`src/rtl/instr_fetch_unit.sv`:
```
// Decoupled instruction fetch engine: credit-limited in-order memory requests,
// a prefetch queue, redirect target generation and wrong-path response draining.
module instr_fetch_unit #(
   parameter int unsigned DEPTH    = 4,
   parameter logic [31:0] RESET_PC = 32'h0000_0000,
   parameter int unsigned IM_AW    = 12
) (
   input  logic             clk,
   input  logic             reset,
   output logic             imem_req,
   output logic [IM_AW-1:0] imem_addr,
   input  logic             imem_gnt,
   input  logic             imem_rvalid,
   input  logic [31:0]      imem_rdata,
   output logic             ir_valid,
   input  logic             ir_ld,
   output logic [31:0]      IR_out,
   output logic [31:0]      PC_out,
   output logic [31:0]      SE_16,
   input  logic             redirect,
   input  logic [1:0]       PC_sel,
   input  logic [31:0]      PC_In,
   output logic             busy
);
   localparam int unsigned PTR_W = $clog2(DEPTH);
   localparam int unsigned CNT_W = PTR_W + 1;
   localparam int unsigned SUM_W = CNT_W + 1;
   localparam logic [SUM_W-1:0] DEPTH_S = SUM_W'(DEPTH);

   typedef enum logic {S_FETCH, S_DRAIN} state_e;

   state_e           state_q, state_d;
   logic             run_q;
   logic [31:0]      fetch_pc_q, fetch_pc_d;
   logic [PTR_W-1:0] q_rd_q, q_rd_d, q_wr_q, q_wr_d;
   logic [CNT_W-1:0] q_cnt_q, q_cnt_d;
   logic [PTR_W-1:0] t_rd_q, t_rd_d, t_wr_q, t_wr_d;
   logic [CNT_W-1:0] infl_q, infl_d;
   logic [CNT_W-1:0] drop_q, drop_d;

   logic [31:0] q_instr [DEPTH];
   logic [31:0] q_pc    [DEPTH];
   logic [31:0] tag_pc  [DEPTH];

   logic        q_empty, redirect_ok, credit_ok, gnt_fire, push, pop;
   logic [31:0] pc4, target;

   always_comb begin
      q_empty  = (q_cnt_q == '0);
      ir_valid = !q_empty;
      IR_out   = q_empty ? '0 : q_instr[q_rd_q];
      PC_out   = q_empty ? '0 : q_pc[q_rd_q];
      SE_16    = {{16{IR_out[15]}}, IR_out[15:0]};
      pc4      = PC_out + 32'd4;
      case (PC_sel)
         2'd1:    target = {pc4[31:28], IR_out[25:0], 2'b00};
         2'd2:    target = pc4 + {SE_16[29:0], 2'b00};
         default: target = PC_In;
      endcase
      // Relative targets need a real head instruction; absolute ones never do.
      redirect_ok = redirect && (ir_valid || PC_sel == 2'd0 || PC_sel == 2'd3);
      credit_ok   = ({1'b0, q_cnt_q} + {1'b0, infl_q}) < DEPTH_S;
      imem_req    = run_q && (state_q == S_FETCH) && credit_ok && !redirect_ok;
      imem_addr   = fetch_pc_q[IM_AW-1:0];
      busy        = (state_q == S_DRAIN);
      gnt_fire    = imem_req && imem_gnt;
      push        = imem_rvalid && (state_q == S_FETCH) && !redirect_ok;
      pop         = ir_ld && ir_valid && !redirect_ok;
   end

   always_comb begin
      // NOTE: every signal written here gets a default first, so no latch is inferred.
      state_d    = state_q;
      fetch_pc_d = fetch_pc_q;
      q_rd_d     = q_rd_q;
      q_wr_d     = q_wr_q;
      q_cnt_d    = q_cnt_q;
      t_rd_d     = t_rd_q;
      t_wr_d     = t_wr_q;
      infl_d     = infl_q;
      drop_d     = drop_q;

      if (gnt_fire) begin
         fetch_pc_d = fetch_pc_q + 32'd4;
         t_wr_d     = t_wr_q + PTR_W'(1);
      end
      if (imem_rvalid) t_rd_d = t_rd_q + PTR_W'(1);
      if (push)        q_wr_d = q_wr_q + PTR_W'(1);
      if (pop)         q_rd_d = q_rd_q + PTR_W'(1);
      q_cnt_d = q_cnt_q + CNT_W'(push) - CNT_W'(pop);

      if (state_q == S_FETCH) begin
         infl_d = infl_q + CNT_W'(gnt_fire) - CNT_W'(imem_rvalid);
      end else if (drop_q == '0) begin
         state_d = S_FETCH;
      end else if (imem_rvalid) begin
         drop_d = drop_q - CNT_W'(1);
         if (drop_q == CNT_W'(1)) state_d = S_FETCH;
      end

      if (redirect_ok) begin
         fetch_pc_d = {target[31:2], 2'b00};
         q_rd_d     = q_wr_q;
         q_wr_d     = q_wr_q;
         q_cnt_d    = '0;
         // Everything still outstanding, including a grant taken this cycle, is wrong-path.
         if (state_q == S_FETCH) begin
            drop_d  = infl_q + CNT_W'(gnt_fire) - CNT_W'(imem_rvalid);
            infl_d  = '0;
            state_d = (drop_d != '0) ? S_DRAIN : S_FETCH;
         end
      end
   end

   // NOTE: all state uses non-blocking assignments so every flop samples pre-edge values.
   always_ff @(posedge clk or posedge reset) begin
      if (reset) begin
         state_q    <= S_FETCH;
         run_q      <= 1'b0;
         fetch_pc_q <= RESET_PC;
         q_rd_q     <= '0;
         q_wr_q     <= '0;
         q_cnt_q    <= '0;
         t_rd_q     <= '0;
         t_wr_q     <= '0;
         infl_q     <= '0;
         drop_q     <= '0;
      end else begin
         state_q    <= state_d;
         run_q      <= 1'b1;
         fetch_pc_q <= fetch_pc_d;
         q_rd_q     <= q_rd_d;
         q_wr_q     <= q_wr_d;
         q_cnt_q    <= q_cnt_d;
         t_rd_q     <= t_rd_d;
         t_wr_q     <= t_wr_d;
         infl_q     <= infl_d;
         drop_q     <= drop_d;
      end
   end

   // NOTE: storage arrays carry no reset; occupancy and pointers alone decide validity.
   always_ff @(posedge clk) begin
      if (push) begin
         q_instr[q_wr_q] <= imem_rdata;
         q_pc[q_wr_q]    <= tag_pc[t_rd_q];
      end
      if (gnt_fire) tag_pc[t_wr_q] <= fetch_pc_q;
   end

endmodule

```
`config.mk`:
```
export PLATFORM = sky130hd
export DESIGN_NAME = instr_fetch_unit
export DESIGN_NICKNAME = d
export VERILOG_FILES = /design/src/rtl/instr_fetch_unit.sv
export SDC_FILE = /design/constraint.sdc
export NUM_CORES = 1
export LEC_CHECK = 0
export CAP_MARGIN = 20
export CORE_AREA = 2 2 200 202
export DETAILED_ROUTE_END_ITERATION = 12
export DIE_AREA = 0 0 202 204
export PLACE_DENSITY = 0.71
export SETUP_SLACK_MARGIN = 0.02
export SYNTH_ARGS = -nofsm -noshare
export SYNTH_HDL_FRONTEND = slang
export SYNTH_SLANG_ARGS = --single-unit
```
`constraint.sdc`:
```
create_clock -name clk -period 5.2 [get_ports clk]
set_input_delay 0.78 -clock clk [delete_from_list [all_inputs] [get_ports clk]]
set_output_delay 0.78 -clock clk [all_outputs]
set_load 0.005 [all_outputs]
```
Yosys cells after proc, flatten, opt, wreduce, memory -nomap -nowiden
Memory sizes are Yosys's and may differ from the RTL's.
Cells that the tools add are included.
Widths: inputs -> output; s select.
{ "word_totals": {"input_bits": 72, "ram_bits": 384, "register_bits": 51, "n_memories": 3, "output_inout_bits": 111, "elab_cells": 80} }
{ "classes": {"eq_ne": 4, "n_reduce_logical": 20, "order_cmp": 1, "muxes": 27, "addsub": 13, "n_bitwise": 2} }
{ "mem_list": {"columns": ["memory", "depth", "word_bits", "read_ports", "rd_clocked_by_memory_dff", "wr", "line_no", "rtl"], "rows": [
  ["q_instr", 4, 32, 1, 0, 1, "41", "logic [31:0] q_instr [DEPTH];"],
  ["q_pc", 4, 32, 1, 0, 1, "42", "logic [31:0] q_pc [DEPTH];"],
  ["tag_pc", 4, 32, 1, 0, 1, "43", "logic [31:0] tag_pc [DEPTH];"]
]} }
{ "op_table": {"columns": ["cell", "n"], "rows": [
  ["$mux 32", 4],
  ["$add 32x3->32 const B", 2],
  ["$pmux 32 s2", 1],
  ["$add 32x32->32", 1],
  ["$mux 3", 9],
  ["$mux 1", 11],
  ["$logic_and 1x1->1", 9],
  ["$add 2x1->2 const B", 4],
  ["$add 3x1->3", 2],
  ["$logic_not 3->1", 2],
  ["$sub 3x1->3", 2],
  ["$add 3x3->4", 1],
  ["$eq 2x2->1 const B", 2],
  ["$lt 4x3->1 const B", 1],
  ["$mux 2", 2],
  ["$reduce_bool 2->1", 2],
  ["$eq 3x1->1 const B", 1],
  ["$reduce_bool 3->1", 1],
  ["$sub 3x1->3 const B", 1],
  ["$eq 2x1->1 const B", 1],
  ["$logic_not 1->1", 2],
  ["$logic_not 2->1", 1],
  ["$logic_or 1x1->1", 2],
  ["$not 1->1", 2],
  ["$reduce_and 2->1", 1]
]} }

Longest topological paths before layout
Gate-level depths: netlist of the first run.
{ "depth": {"depth_word": 14, "ltp_mapped": 25, "ltp_nobuf": 21} }

Least setup slack after synthesis of the first run
No wires, ideal clock.
{ "synth_path": {"path_kind": "register to register", "startpoint": "register q_cnt_q[1]", "endpoint": "register fetch_pc_q[29]", "n_path_buf": 4, "path_slack_ps": 405, "required_ps": 5075, "setup_time_ps": 125, "path_stages_with_launch": 25, "synth_period_minus_slack_ps": 4795, "t_arrival_ps": 4670, "cell_sequence": "dfrtp_1 nor3_4 inv_2 clkbuf_1 clkbuf_1 clkbuf_1 clkbuf_1 and2_1 ha_1 nand3_1 nor3_2 and3_1 nor2b_1 nand2_1 xnor2_1 ha_1 a21o_1 o21ba_2 o21ai_0 a21o_1 a21oi_1 o41ai_1 a311oi_1 xor2_1 o22ai_1"} }
{ "synth_between": {"elab_chain_len": 9, "word_cells_on_any_way": 18, "classes_between": "add/sub (3); order compare (1); mux (4); reduce/logical (10)"} }
{ "synth_rtl": {"columns": ["element", "line_no", "rtl"], "rows": [
  ["from (decl)", "36", "logic [CNT_W-1:0] q_cnt_q, q_cnt_d;"],
  ["from (signal assigned)", "134", "q_cnt_q <= q_cnt_d;"],
  ["$logic_not 3->1 *", "49", "q_empty = (q_cnt_q == '0);"],
  ["$logic_not 1->1 *", "50", "ir_valid = !q_empty;"],
  ["named net ir_valid", "15", "output logic ir_valid,"],
  ["$logic_or 1x1->1 * (2 in series)", "61", "redirect_ok = redirect && (ir_valid || PC_sel == 2'd0 || PC_sel == 2'd3);"],
  ["$logic_and 1x1->1 *", "61", null],
  ["$logic_not 1->1", "63", "imem_req = run_q && (state_q == S_FETCH) && credit_ok && !redirect_ok;"],
  ["$logic_and 1x1->1", "63", null],
  ["$logic_and 1x1->1", "66", "gnt_fire = imem_req && imem_gnt;"],
  ["$reduce_bool 2->1 (no line)", null, null],
  ["to (signal assigned)", "131", "fetch_pc_q <= fetch_pc_d;"],
  ["to (decl)", "34", "logic [31:0] fetch_pc_q, fetch_pc_d;"]
]} }
The timed path passes the listed nets; every way through them passes the cells marked *.
A chain may end at the register's enable or synchronous reset.

Worst setup path in the final report of the first run
{ "layout_path": {"startpoint": "register q_rd_q[0]", "endpoint": "register fetch_pc_q[21]"} }
{ "layout_between": {"elab_chain_len": 6, "word_cells_on_any_way": 8, "classes_between": "add/sub (2); mux (4); memory (2)"} }
{ "layout_rtl": {"columns": ["element", "line_no", "rtl"], "rows": [
  ["from (decl)", "35", "logic [PTR_W-1:0] q_rd_q, q_rd_d, q_wr_q, q_wr_d;"],
  ["from (signal assigned)", "132", "q_rd_q <= q_rd_d;"],
  ["$mem_v2 4x32", null, null],
  ["$mux 32", "52", "PC_out = q_empty ? '0 : q_pc[q_rd_q];"],
  ["$add 32x3->32", "54", "pc4 = PC_out + 32'd4;"],
  ["$add 32x32->32", "57", "2'd2: target = pc4 + {SE_16[29:0], 2'b00};"],
  ["$pmux 32 s2 *", "55", "case (PC_sel)"],
  ["$mux 32 *", "101", "if (redirect_ok) begin"]
]} }
Mark *: on every way between the ends. The rest lies on a longest branch, timed or not.

==> results of run 1 <==
==> how the worst max path moves through the flow <==
stage                           from                    endpoint  slack [ns]  cells past startpoint
2_1_floorplan   q_cnt_q[1]$_DFF_PP0_  fetch_pc_q[29]$_DFFE_PP0P_        0.41                     24
3_3_place_gp   q_rd_q[0]$_DFFE_PP0P_  fetch_pc_q[21]$_DFFE_PP0P_        0.33                     20
3_5_place_dp   q_rd_q[0]$_DFFE_PP0P_  fetch_pc_q[21]$_DFFE_PP0P_        0.29                     20
4_1_cts        q_rd_q[0]$_DFFE_PP0P_  fetch_pc_q[21]$_DFFE_PP0P_        0.25                     20
5_1_grt        q_rd_q[0]$_DFFE_PP0P_  fetch_pc_q[21]$_DFFE_PP0P_        0.02                     20
6_report       q_rd_q[0]$_DFFE_PP0P_  fetch_pc_q[21]$_DFFE_PP0P_        0.35                     20
==> layout by cell type, fill, tap and decap left out, types with 10 or more instances in the layout <==
cell type / n
sky130_fd_sc_hd__edfxtp_1: 368
sky130_fd_sc_hd__nand3_1: 30
sky130_fd_sc_hd__o211ai_1: 10
sky130_fd_sc_hd__nor2_1: 63
sky130_fd_sc_hd__nor3_1: 14
sky130_fd_sc_hd__o21ai_0: 42
sky130_fd_sc_hd__buf_4: 28
sky130_fd_sc_hd__a21o_1: 16
sky130_fd_sc_hd__ha_1: 51
sky130_fd_sc_hd__nand2_1: 102
sky130_fd_sc_hd__clkdlybuf4s50_1: 176
sky130_fd_sc_hd__mux4_2: 88
sky130_fd_sc_hd__a211oi_1: 12
sky130_fd_sc_hd__xor2_1: 36
sky130_fd_sc_hd__and2_1: 61
sky130_fd_sc_hd__nand4_1: 14
sky130_fd_sc_hd__dfrtp_1: 46
sky130_fd_sc_hd__a22oi_1: 10
sky130_fd_sc_hd__xnor2_1: 46
sky130_fd_sc_hd__clkbuf_16: 46
sky130_fd_sc_hd__nor2b_1: 11
sky130_fd_sc_hd__inv_1: 37
sky130_fd_sc_hd__and3_1: 14
sky130_fd_sc_hd__a21oi_1: 53
==> registers in the layout, summed over array words and instances (netlist names) <==
name and count:
q_instr 128, q_pc 120, tag_pc 120, fetch_pc_q 30
drop_q 3, infl_q 3, q_cnt_q 3, q_rd_q 2
q_wr_q 2, t_rd_q 2, t_wr_q 2, busy 1
run_q 1
==> per-stage QoR <==
step	hold WS (ns)	setup WS (ns)	cell area, sq um	power (mW)
2_1_floorplan	0.475	0.405	19800	9.33
3_3_place_gp	0.497	0.333	21900	11.9
3_5_place_dp	0.502	0.285	21900	12.0
4_1_cts	0.508	0.248	23400	15.3
5_1_grt	0.526	0.0247	23500	16.1
6_report	0.508	0.347	23500	15.3
==> cell families (layout without fill, tap and decap cells) <==
kind of cell             count (synthesis)  count (layout)  share of synthesized area (%)
AO/OA/AOI/OAI                          200             200                           6.51
XOR/XNOR                                83              83                           3.76
adder cells (fa/ha/maj)                 55              55                           3.60
buffers and inverters                  147             328                           3.86
flip-flops                             417             417                           62.1
multiplexers                           101             101                           10.8
other                                    2               6                         0.0380
AND/OR/NAND/NOR                        351             351                           9.28
==> critical path, delay by kind of cell (launching register included) <==
kind | cells | cell delay [ns]
buffers and inverters | 1 | 0.10
DFF | 1 | 0.55
and+or+nand+nor | 6 | 1.25
adders and majority gates | 2 | 0.52
xor gates and xnor gates | 2 | 0.38
AOI/OAI and AO/OA | 8 | 1.52
muxes | 1 | 0.38
==> per-layer routing <==
| layer | routed length, um | global-route usage, % |
|---|---|---|
| met2 | 23200 | 38.4 |
| met5 | 13 | 0 |
| met4 | 1260 | 7.14 |
| met3 | 3700 | 5.79 |
| met1 | 20400 | 32.7 |
==> final cells by class <==
type | instances | area (sq um)
Fill cell | 2937 | 15700
Clock inverter | 25 | 342
Sequential cell | 417 | 12300
Tap cell | 525 | 657
Multi-Input combinational cell | 795 | 6760
Antenna cell | 1 | 2.50
Timing Repair Buffer | 208 | 2050
Inverter | 39 | 146
Clock buffer | 56 | 1210
==> power by group <==
part	switching, mW	internal [mW]	leakage, nW
logic	3.85	3.18	3.56
clock network	1.28	2.05	0.758
registers	0.487	4.43	3.91
total	5.61	9.67	8.23
==> summary by stage, run 1 <==
GRT
The via count of the first global-routing pass is 11800. For this run, the total global-route usage over all layers was measured as 23.9%. The number of antenna violations at the first check in global routing was 2.

The residual overflow from global routing is 0. Entering global routing, the biggest net connects 63 pins. The first-pass GRT wire length is 72800 um.

Timing
The clock arrives with 0.0259 ns of skew. Setup repair after global routing could not meet its margin everywhere. In this run the tightest slew margin relative to its limit is 34.0%. The max-slew violation count came to 0. The clock period could shrink to 4.85 ns. Of the available clock period, the critical path in the final layout requires 93.3%.

Setup violations remaining at the end of the flow were counted as 0. Setup total negative slack on the finished layout was measured at 0 ns. The slew at the pin closest to its max-slew limit is 0.989 ns. The count of final hold-check violations is 0. The highest clock rate is 206 MHz.

Floorplan
The overall die height is 204 um. The floorplan has 73 rows. The overall die area is 41200 sq um.

The die is 202 um wide. The starting utilization of the core area is 50.4%. The core region is 39200 sq um. Pin placement for this block handled 183 I/O pins.

Power
The static leakage is 8.23 nW. The worst IR drop on VDD is 0.362 mV. In this run the power density over the cells is 652 nW/um^2.

Placed design
The count of buffers added on input and output ports is 176. Including well taps, the total number of placed cells is 1983. The congestion estimate from routability-driven global placement came to 0.900.

The half-perimeter wire length after detailed placement is 33500 um.

Route
The average via count per standard cell is 5.80. The routed design has 48600 um of wire. For this run, design rule violations remaining after detail routing come to 0. The number of vias after detailed routing is 12000. The number of DRC markers after the initial detailed-route iteration is 1039. The count of nets left with antenna violations once routing finished came out at 0. Before antenna repair, the detailed router went through 5 iterations.

After detailed routing, the average wire length per cell comes to 23.5 um.

Final layout
Cells with a size suffix above 1 make up 14.4% of the layout. The post-synthesis to final-layout area growth is 18.7%. The net count reported at finish is 1632.

The final cell count without fillers is 2066. The core occupancy in the finished layout is 59.9%.

Setup path
Across all register-to-register paths, the minimum setup slack is 0.35 ns. Walking the worst path, the cells encountered are mux4_2 > nand2_1 > inv_1 > ha_1 > nand3_1 > nor3_4 > and3_1 > nor2b_1 > nand2_1 > xnor2_1 > ha_1 > a21o_1 > o21ba_2 > o21ai_0 > a21o_1 > a21oi_1 > o41ai_1 > xor2_1 > a221oi_1 > a211oi_1. For this run, the slowest stage of the critical path takes 0.55 ns. For the worst setup path, the data arrival time is 5.27 ns.

The required time reported for the critical path endpoint is 5.61 ns. The launching element type of the critical path is a register. Along the worst path, the maximum fanout reaches 8. The endpoint of the lowest-slack register-to-register path is fetch_pc_q[21]$_DFFE_PP0P_.

The worst-case reg-to-reg path depth is 20. STA classifies the critical path endpoint as a register. The worst flop-to-flop path startpoint is q_rd_q[0]$_DFFE_PP0P_. The kind of critical path is register to register. The slowest stage of the critical path is the sky130_fd_sc_hd__dfrtp_4 cell.

CTS
The clock net in this run drives a total of 417 sinks. The H-tree was split into 2 levels. The later-pin clock latency in the skew report is 0.57 ns. The root buffer selected by CTS is sky130_fd_sc_hd__clkbuf_16. After clock tree synthesis, the clock-pin slew on the worst setup and hold paths is 0.06 ns. The number of gates resized after CTS was 0. Post-CTS timing repair inserted 0 buffers for setup. The largest buffer count on any clock path is 3. The count of hold buffers inserted by post-cts repair is 0.

Counting the buffers created by CTS gives 44. TritonCTS built the clock tree.

Synth
Yosys instantiated no cell more often than sky130_fd_sc_hd__edfxtp_1. The gate count after technology mapping is 1356. The share of synthesized registers carrying an async set or reset is 11.8%.

The number of synthesized register bits is 417. The register area share after synthesis is 62.1%. By count the netlist is led by 368 x sky130_fd_sc_hd__edfxtp_1, 102 x sky130_fd_sc_hd__nand2_1, 88 x sky130_fd_sc_hd__mux4_2. The number of warnings printed during yosys synthesis is 0. Summing every instance area after synthesis gives 19800 sq um. The count of flip-flops with a built-in enable after synthesis is 368. The unique cell type count in the Yosys netlist is 76.

The average instance in the mapped netlist occupies 14.6 sq um. The most used flip-flop cell after synthesis is sky130_fd_sc_hd__edfxtp_1. The fraction of synthesized cell area taken by the top area cell type is 55.9%. The largest area contributor in the netlist is sky130_fd_sc_hd__edfxtp_1.

In the post-synthesis netlist, the biggest area contributors are sky130_fd_sc_hd__edfxtp_1 56%, sky130_fd_sc_hd__mux4_2 10%, sky130_fd_sc_hd__dfrtp_1 6.2%.

Job
The tool flagged a number of max-cap violations equal to 0.

Hold path
The launch instance of the worst min-delay path is t_rd_q[0]$_DFFE_PP0P_. The worst hold path terminates at t_rd_q[0]$_DFFE_PP0P_. The tightest min-delay check is of the register to register type. Along the worst hold path, the cell count comes to 1.

Run status
The flow ran to the end, and the final reports show no timing, DRC or antenna violations.
No activity file was read; power rests on OpenSTA's default activity.
==> run 2, diff against run 1 <==
SKIP_CTS_REPAIR_TIMING = 1   (was unset)
==> results of run 2 <==
Final layout, timing and power as in run 1 (identical DEF).
==> run 3, diff against run 2 <==
HOLD_SLACK_MARGIN = 0.02   (was unset)
==> results of run 3 <==
Final layout, timing and power as in run 1 (identical DEF).
